==> config.mk <==
export PLATFORM = sky130hd
export DESIGN_NAME = bcd_stopwatch
export DESIGN_NICKNAME = d
export VERILOG_FILES = /design/src/rtl/bcd_stopwatch_pkg.sv /design/src/rtl/bcd_stopwatch_btn_debounce.sv /design/src/rtl/bcd_stopwatch.sv
export SDC_FILE = /design/constraint.sdc
export NUM_CORES = 1
export LEC_CHECK = 0
export ABC_AREA = 0
export BUFFER_PORTS_ARGS = -buffer_cell sky130_fd_sc_hd__clkbuf_2
export CORE_MARGIN = 3
export CORE_UTILIZATION = 63
export CTS_BUF_LIST = sky130_fd_sc_hd__clkbuf_4
export CTS_CLUSTER_DIAMETER = 60
export CTS_CLUSTER_SIZE = 8
export DETAILED_ROUTE_END_ITERATION = 10
export GPL_ROUTABILITY_DRIVEN = 1
export PLACE_DENSITY_LB_ADDON = 0.08
export SYNTH_ARGS = -nofsm -noshare
export SYNTH_HDL_FRONTEND = slang
export SYNTH_HIERARCHICAL = 1
export SYNTH_SLANG_ARGS = --single-unit
==> constraint.sdc <==
create_clock -name clk -period 2.52 [get_ports clk]
set_input_delay 0.378 -clock clk [delete_from_list [all_inputs] [get_ports clk]]
set_output_delay 0.378 -clock clk [all_outputs]
set_load 0.01 [all_outputs]
==> src/rtl/bcd_stopwatch_pkg.sv <==
// Shared definitions for the BCD stopwatch: FSM encoding, digit limits
// and a single-digit BCD increment helper.
package bcd_stopwatch_pkg;

    typedef enum logic [1:0] {
        IDLE  = 2'd0,
        RUN   = 2'd1,
        PAUSE = 2'd2
    } sw_state_e;

    localparam logic [3:0] UNITS_MAX = 4'd9;
    localparam logic [3:0] TENS_MAX  = 4'd5;

    // Returns {carry, next_digit}; the digit wraps to 0 once it reaches max.
    function automatic logic [4:0] bcd_inc(input logic [3:0] digit, input logic [3:0] max);
        logic [4:0] res;
        if (digit >= max) begin
            res = {1'b1, 4'd0};
        end else begin
            res = {1'b0, digit + 4'd1};
        end
        return res;
    endfunction

endpackage

==> src/rtl/bcd_stopwatch_btn_debounce.sv <==
// Push-button conditioner: 2-FF synchronizer, slow periodic sampler and a
// rising-edge detector producing one registered pulse per accepted press.
module btn_debounce
    import bcd_stopwatch_pkg::*;
#(
    parameter int DEB_DIV = 16000
) (
    input  logic clk,
    input  logic rst,
    input  logic btn_in,
    output logic press
);

    localparam int CW = (DEB_DIV > 1) ? $clog2(DEB_DIV) : 1;
    localparam logic [CW-1:0] CNT_LAST = CW'(DEB_DIV - 1);

    logic          sync1_q, sync1_d;
    logic          sync2_q, sync2_d;
    logic          sample_q, sample_d;
    logic          press_q, press_d;
    logic [CW-1:0] cnt_q, cnt_d;
    logic          strobe;

    always_comb begin
        sync1_d  = btn_in;
        sync2_d  = sync1_q;
        strobe   = (cnt_q == CNT_LAST);
        cnt_d    = strobe ? '0 : cnt_q + CW'(1);
        sample_d = strobe ? sync2_q : sample_q;
        // Only a 0->1 change between consecutive samples counts as a press,
        // so glitches shorter than one sample period are ignored.
        press_d  = strobe && sync2_q && !sample_q;
    end

    always_ff @(posedge clk) begin
        if (rst) begin
            sync1_q  <= 1'b0;
            sync2_q  <= 1'b0;
            sample_q <= 1'b0;
            press_q  <= 1'b0;
            cnt_q    <= '0;
        end else begin
            sync1_q  <= sync1_d;
            sync2_q  <= sync2_d;
            sample_q <= sample_d;
            press_q  <= press_d;
            cnt_q    <= cnt_d;
        end
    end

    assign press = press_q;

endmodule

==> src/rtl/bcd_stopwatch.sv <==
// Seconds stopwatch 00..59 with start/stop and clear buttons; BCD digits
// feed the 7-segment display controller directly.
module bcd_stopwatch
    import bcd_stopwatch_pkg::*;
#(
    parameter int CLK_DIV = 16000000,
    parameter int DEB_DIV = 16000
) (
    input  logic       clk,
    input  logic       rst,
    input  logic       btn_start,
    input  logic       btn_clr,
    output logic [3:0] dout0,
    output logic [3:0] dout1,
    output logic       running,
    output logic       wrap
);

    localparam int PW = (CLK_DIV > 1) ? $clog2(CLK_DIV) : 1;
    localparam logic [PW-1:0] PRESC_LAST = PW'(CLK_DIV - 1);

    logic [1:0] btn_raw;
    logic [1:0] btn_press;
    logic       start_pulse;
    logic       clr_pulse;

    assign btn_raw     = {btn_clr, btn_start};
    assign start_pulse = btn_press[0];
    assign clr_pulse   = btn_press[1];

    generate
        for (genvar gi = 0; gi < 2; gi++) begin : gen_deb
            btn_debounce #(
                .DEB_DIV (DEB_DIV)
            ) u_deb (
                .clk    (clk),
                .rst    (rst),
                .btn_in (btn_raw[gi]),
                .press  (btn_press[gi])
            );
        end
    endgenerate

    sw_state_e     state_q, state_d;
    logic [PW-1:0] presc_q, presc_d;
    logic [3:0]    dout0_q, dout0_d;
    logic [3:0]    dout1_q, dout1_d;
    logic          running_q, running_d;
    logic          wrap_q, wrap_d;
    logic          tick;
    logic [4:0]    units_inc;
    logic [4:0]    tens_inc;

    always_comb begin
        state_d   = state_q;
        presc_d   = presc_q;
        dout0_d   = dout0_q;
        dout1_d   = dout1_q;
        wrap_d    = 1'b0;
        tick      = (state_q == RUN) && (presc_q == PRESC_LAST);
        units_inc = bcd_inc(dout0_q, UNITS_MAX);
        tens_inc  = bcd_inc(dout1_q, TENS_MAX);

        if (clr_pulse) begin
            // Clear dominates: any coincident start press or tick is dropped.
            state_d = IDLE;
            presc_d = '0;
            dout0_d = 4'd0;
            dout1_d = 4'd0;
        end else begin
            if (state_q == RUN) begin
                presc_d = tick ? '0 : presc_q + PW'(1);
            end
            if (tick) begin
                dout0_d = units_inc[3:0];
                if (units_inc[4]) begin
                    dout1_d = tens_inc[3:0];
                    wrap_d  = tens_inc[4];
                end
            end
            // A start press on a tick cycle still lets the tick land first.
            if (start_pulse) begin
                case (state_q)
                    IDLE:    state_d = RUN;
                    RUN:     state_d = PAUSE;
                    PAUSE:   state_d = RUN;
                    default: state_d = IDLE;
                endcase
            end
        end

        running_d = (state_d == RUN);
    end

    always_ff @(posedge clk) begin
        if (rst) begin
            state_q   <= IDLE;
            presc_q   <= '0;
            dout0_q   <= 4'd0;
            dout1_q   <= 4'd0;
            running_q <= 1'b0;
            wrap_q    <= 1'b0;
        end else begin
            state_q   <= state_d;
            presc_q   <= presc_d;
            dout0_q   <= dout0_d;
            dout1_q   <= dout1_d;
            running_q <= running_d;
            wrap_q    <= wrap_d;
        end
    end

    assign dout0   = dout0_q;
    assign dout1   = dout1_q;
    assign running = running_q;
    assign wrap    = wrap_q;

endmodule

==> impl_metrics.ini, run 1 <==
[sta]
relSlewSlack_pct = 57.4
hold_viol_final = 0
tns_ps = 0
fin_crit_sh_pct = 89.2
worstMarginPinSlew_ps = 637
slew_viol_final = 0
layout_min_cycle_time_ps = 2250
setup_ws_ps = 272
fin_worst_skew_ps = 14.5
max_freq_ghz = 0.445
setup_viol = 0
rsz0062_at_grt = false

[power]
vdd_drop_max_v = 0.000485
power.density_nw_per_um2 = 569
leakage_uw = 0.00120

[detailed_routing]
first_pass_iters = 4
route.detailed.drc = 0
dr.max_layer_used = met4
wl_met3_um = 249
routed-via-count = 2600
viasPerCell = 5.75
drt-total-wl_um = 5860
drt-initial-drc-count = 98
routedWlPerCell_um = 13.0
wl_met2_um = 2850
wl_met1_um = 2690
ant_nets = 0

[setup_path]
cp-end-kind = register
worst-path-max-fanout = 22
slowest_stage = or4_4
path_class = register to register
crit_path_cell_trace = ha_1 -> nand4b_1 -> or4_4 -> or4_1 -> a21oi_1
crit_required_ps = 2880
slowest_delay_ps = 690
startpoint_type = register
cp_data_arrival_time_ps = 2610

[synthesis]
synth_top_area_share_pct = 44.2
synth_xor_area_share_pct = 9.14
dominantRegCellSynth = dfxtp_1
synth-compound-area-share_pct = 9.14
synthAdderAreaFrac_pct = 3.46
ys_seq_area_share_pct = 44.2
synthMuxAreaShare_pct = 1.27
synth_top_family_by_area = simple AND/OR/NAND/NOR gates
synth_most_common_cell = dfxtp_1
synth_area_per_cell_um2 = 9.00
synth_area_um2 = 3260
syn_nets = 375
synth_area_leader_cell = dfxtp_1
ys_ff_latch = 72
synthArstFlopShare_pct = 0
synthTopCellsByArea = dfxtp_1, xnor2_1, nor2_1, ha_1, a21oi_1
synth_edf_count = 0
synth_cells = 362
synth-simple-area-share_pct = 29.3
synth_commonest_cells = dfxtp_1, nor2_1, xnor2_1
yosys_warnings = 6
synthDistinctLibCells = 43

[clocking]
cts_hold_buf = 0
cts_setup_buffers = 0
htree_levels = 3
ctsLongestPathBuffers = 2
clk_pin_slew_ps = 120
ctsRootBufferMaster = clkbuf_4
cts_tree = built
cts_made_buffers = 9
cts_sinks = 72
cts-resized-gates = 0
clk_latency_ps = 420

[placement]
pre_cts_slack_ps = 355
port_buffers = 13
gp_congestion = 0.821
dp.final_hpwl_um = 4000

[finish]
nets = 394
insertedDiodeCount = 0
final_layout_size_suffix_gt1_share_pct = 12.2
synthToLayoutAreaGrowth_pct = 8.56

[global_routing]
grtUsageTotal_pct = 21.0
gr-total-overflow = 0
antenna_found_initial = 0
grt_max_degree = 23
grt_pass1_wl_um = 10400
grt_pass1_vias = 2407

[die]
die-area_um2 = 6070
start_util_pct = 67.2
dieWidth_um = 77.9
coreArea_um2 = 4850
io_pins = 14
rows = 25
die_h_um = 77.9

[hold_path]
hold_class = input pin to register

[status]
status = complete, no violations

[job]
maxCapViolCount = 0
==> state kept, by name, summed over array words and instances, names as in the netlist <==
| name | count |
|---|---|
| gen_deb.u_deb/cnt_q | 28 |
| gen_deb.u_deb/sample_q | 2 |
| presc_q | 24 |
| dout1 | 4 |
| wrap | 1 |
| gen_deb.u_deb/sync1_q | 2 |
| gen_deb.u_deb/press | 2 |
| running | 1 |
| gen_deb.u_deb/sync2_q | 2 |
| dout0 | 4 |
| state_q | 2 |
==> kinds of logic (layout without fill, tap and decap cells) <==
family | after synthesis | after routing
compound gates | 48 | 48
xor+xnor | 34 | 34
fa+ha+maj | 9 | 9
buf+inv | 23 | 46
flops | 72 | 72
mux | 4 | 4
simple gates | 172 | 172
==> path summary, 6_finish.rpt <==
check                           startpoint                       end  slack [ps]  depth (start not counted)
setup / recovery                presc_q[0]               presc_q[22]         270                          5
hold / removal                     btn_clr  gen_deb[1].u_deb/sync1_q         160                          2
setup reg to reg                presc_q[0]               presc_q[22]         270                          5
hold reg to reg   gen_deb[0].u_deb/sync1_q  gen_deb[0].u_deb/sync2_q         450                          1
==> report_power, final <==
part	switching [uW]	internal, uW	total [uW]	leakage [uW]
combinational	30.6	15.7	46.3	0.000535
clock	408	401	809	0.0000786
sequential	9.95	1150	1160	0.000582
total	448	1570	2010	0.00120
==> stage by stage <==
step	hold slack [ps]	instances	total power (uW)	utilization, %	cell area [um^2]
finish	161	452	2010	73.0	3540
floorplan	414	362	1220	-	3260
CTS	139	452	2040	73.0	3540
detailed placement	420	437	1230	69.7	3380
global placement	419	437	1230	69.7	3380
global route	163	452	2090	73.0	3540
==> critical path, delay by kind of cell (launching register included) <==
kind / cells / cell delay [ps]
AO/OA/AOI/OAI: 1 / 150
flip-flops: 1 / 410
adder cells (fa/ha/maj): 1 / 210
AND/OR/NAND/NOR: 3 / 1420
==> area by class of cell <==
class | count | area, um^2
Fill cell | 384 | 1310
Multi-Input combinational cell | 267 | 1700
Tap cell | 67 | 83.8
Inverter | 14 | 52.6
Clock buffer | 9 | 67.6
Clock inverter | 6 | 92.6
Timing Repair Buffer | 17 | 95.1
Sequential cell | 72 | 1440
==> layer usage <==
layer | vias up | global-route usage, %
met5 | - | 0
met4 | 0 | 7.52
met3 | 6 | 6.03
met2 | 43 | 36.5
met1 | 1207 | 24.4
li1 | 1344 | -
==> cell usage in the layout, fill, tap and decap left out, drive strengths merged, types with 4 or more instances in the layout <==
cell     n
a21oi   18
and3     4
and4     5
buf      4
clkbuf  22
dfxtp   72
ha       9
inv     15
nand2   22
nand3   16
nand4   16
nand4b   4
nor2    51
nor2b    5
nor3    12
nor4    12
o21ai   13
o31ai    7
or3      8
or4      8
xnor2   24
xor2    10
(Power assumes the default switching activity.)
==> run 2, diff against run 1 <==
--- a/config.mk
+++ b/config.mk
@@ -14,8 +14,10 @@
 export CTS_CLUSTER_SIZE = 8
 export DETAILED_ROUTE_END_ITERATION = 10
 export GPL_ROUTABILITY_DRIVEN = 1
+export MAX_ROUTING_LAYER = met4
 export PLACE_DENSITY_LB_ADDON = 0.08
 export SYNTH_ARGS = -nofsm -noshare
 export SYNTH_HDL_FRONTEND = slang
 export SYNTH_HIERARCHICAL = 1
 export SYNTH_SLANG_ARGS = --single-unit
+export TNS_END_PERCENT = 10
==> run 2 against run 1 <==
First-iteration DRC count increased by 10%. Via count increased by 0.19%. Combinational power about the same. Final area unchanged. Maximum frequency decreased by 0.11%. Final cell count unchanged. Sequential share of layout area unchanged. Clock skew about the same. Flip-flop and latch count unchanged. Sequential power about the same. Wire length decreased by 0.17%. Die area unchanged. Critical path type unchanged. Critical endpoint unchanged.
==> impl_metrics.ini, run 2 (synthesis gave the netlist of run 1 again) <==
[status]
status = complete, no violations

[global_routing]
antenna_found_initial = 0
met1_usage_pct = 24.4
use_met3_pct = 6.38
busiest_layer = met2
grt_pass1_vias = 2410
grt_use_met2_pct = 36.5
grt_pass1_wl_um = 10400
grtUsageTotal_pct = 21.6
grt_max_degree = 23
gr-total-overflow = 0

[sta]
tns_ps = 0
relSlewSlack_pct = 58.4
fin_worst_skew_ps = 14.1
fin_crit_sh_pct = 89.3
rsz0062_at_grt = false
slew_viol_final = 0
max_freq_ghz = 0.444
hold_viol_final = 0
worstMarginPinSlew_ps = 621
setup_ws_ps = 269
layout_min_cycle_time_ps = 2250
setup_viol = 0

[detailed_routing]
viasPerCell = 5.76
route.detailed.drc = 0
drt-total-wl_um = 5850
routed-via-count = 2605
routedWlPerCell_um = 12.9
ant_nets = 0
drt-initial-drc-count = 108
first_pass_iters = 4

[setup_path]
crit_required_ps = 2870
rr_endpoint = presc_q[22]
path_class = register to register
cp_data_arrival_time_ps = 2600
worstPathBufferInverterCount = 0
crit_path_cell_trace = ha_1 -> nand4b_1 -> or4_4 -> or4_1 -> a21oi_1
startpoint_type = register
critPathTopFamily = simple AND/OR/NAND/NOR gates
slowest_stage = or4_4
r2r_start = presc_q[0]
slowest_delay_ps = 690
worst-path-max-fanout = 22
r2r_slack_ps = 270
cp-end-kind = register
rr_worst_depth = 5

[clocking]
ctsRootBufferMaster = clkbuf_4
htree_levels = 3
cts-resized-gates = 0
cts_setup_buffers = 0
clk_latency_ps = 420
cts_tree = built
ctsLongestPathBuffers = 2
cts_made_buffers = 9
cts_hold_buf = 0
cts_sinks = 72
clk_pin_slew_ps = 120

[placement]
gp_congestion = 0.834
dpl-instance-area_um2 = 3380
port_buffers = 13
dp.final_hpwl_um = 4000
pre_cts_slack_ps = 355

[finish]
mostFrequentLayoutCells = dfxtp_1, nor2_1, xnor2_1, nand2_1, a21oi_1
final_util_pct = 73.0
top_register = gen_deb.u_deb/cnt_q
insertedDiodeCount = 0
nets = 394
reg_top3 = gen_deb.u_deb/cnt_q x28, presc_q x24
largest_reg_flops = 28
synthToLayoutAreaGrowth_pct = 8.56
final_layout_size_suffix_gt1_share_pct = 12.2
final_common_cell = dfxtp_1
design_area_um2 = 3540

[die]
rows = 25
io_pins = 14
dieWidth_um = 77.9
die_h_um = 77.9
die-area_um2 = 6070
start_util_pct = 67.2
coreArea_um2 = 4850

[job]
maxCapViolCount = 0

[power]
power_uw = 2010
power.density_nw_per_um2 = 569
leakage_uw = 0.00120
vdd_drop_max_v = 0.000483

[hold_path]
hold_class = input pin to register
hold_start = btn_clr
hold_end = gen_deb[1].u_deb/sync1_q
hold_depth = 2
==> run 2: cell counts in the layout (fill, tap and decap cells not counted) <==
No cell type changed its count.
==> run 2: power by group <==
part	internal [uW]	switching [uW]	total [uW]
Sequential	1150	9.98	1160
Combinational	15.7	30.6	46.3
Clock	401	405	806
==> run 2: final cells by class <==
type,instances,area (um^2)
Multi-Input combinational cell,267,1700
Sequential cell,72,1440
Fill cell,384,1310
Timing Repair Buffer,17,95.1
Clock inverter,6,92.6
Tap cell,67,83.8
Clock buffer,9,67.6
Inverter,14,52.6
==> run 2: worst max path at each step <==
stage               startpoint           to  depth (start not counted)
floorplan           presc_q[0]     dout0[3]                          5
global placement    presc_q[0]  presc_q[22]                          5
detailed placement  presc_q[0]  presc_q[22]                          5
CTS                 presc_q[0]  presc_q[22]                          5
global route        presc_q[0]  presc_q[22]                          5
finish              presc_q[0]  presc_q[22]                          5
==> run 2: through the flow <==
step / hold WS [ps] / std cells
after global placement: 419 / 437
after global routing: 158 / 452
final: 165 / 452
after CTS: 139 / 452
after floorplan: 414 / 362
after detailed placement: 420 / 437
==> run 2: routing by layer <==
layer,vias up,wire [um]
met3,7,217
met5,-,0
met4,0,70
met2,34,2870
met1,1220,2690
li1,1344,-
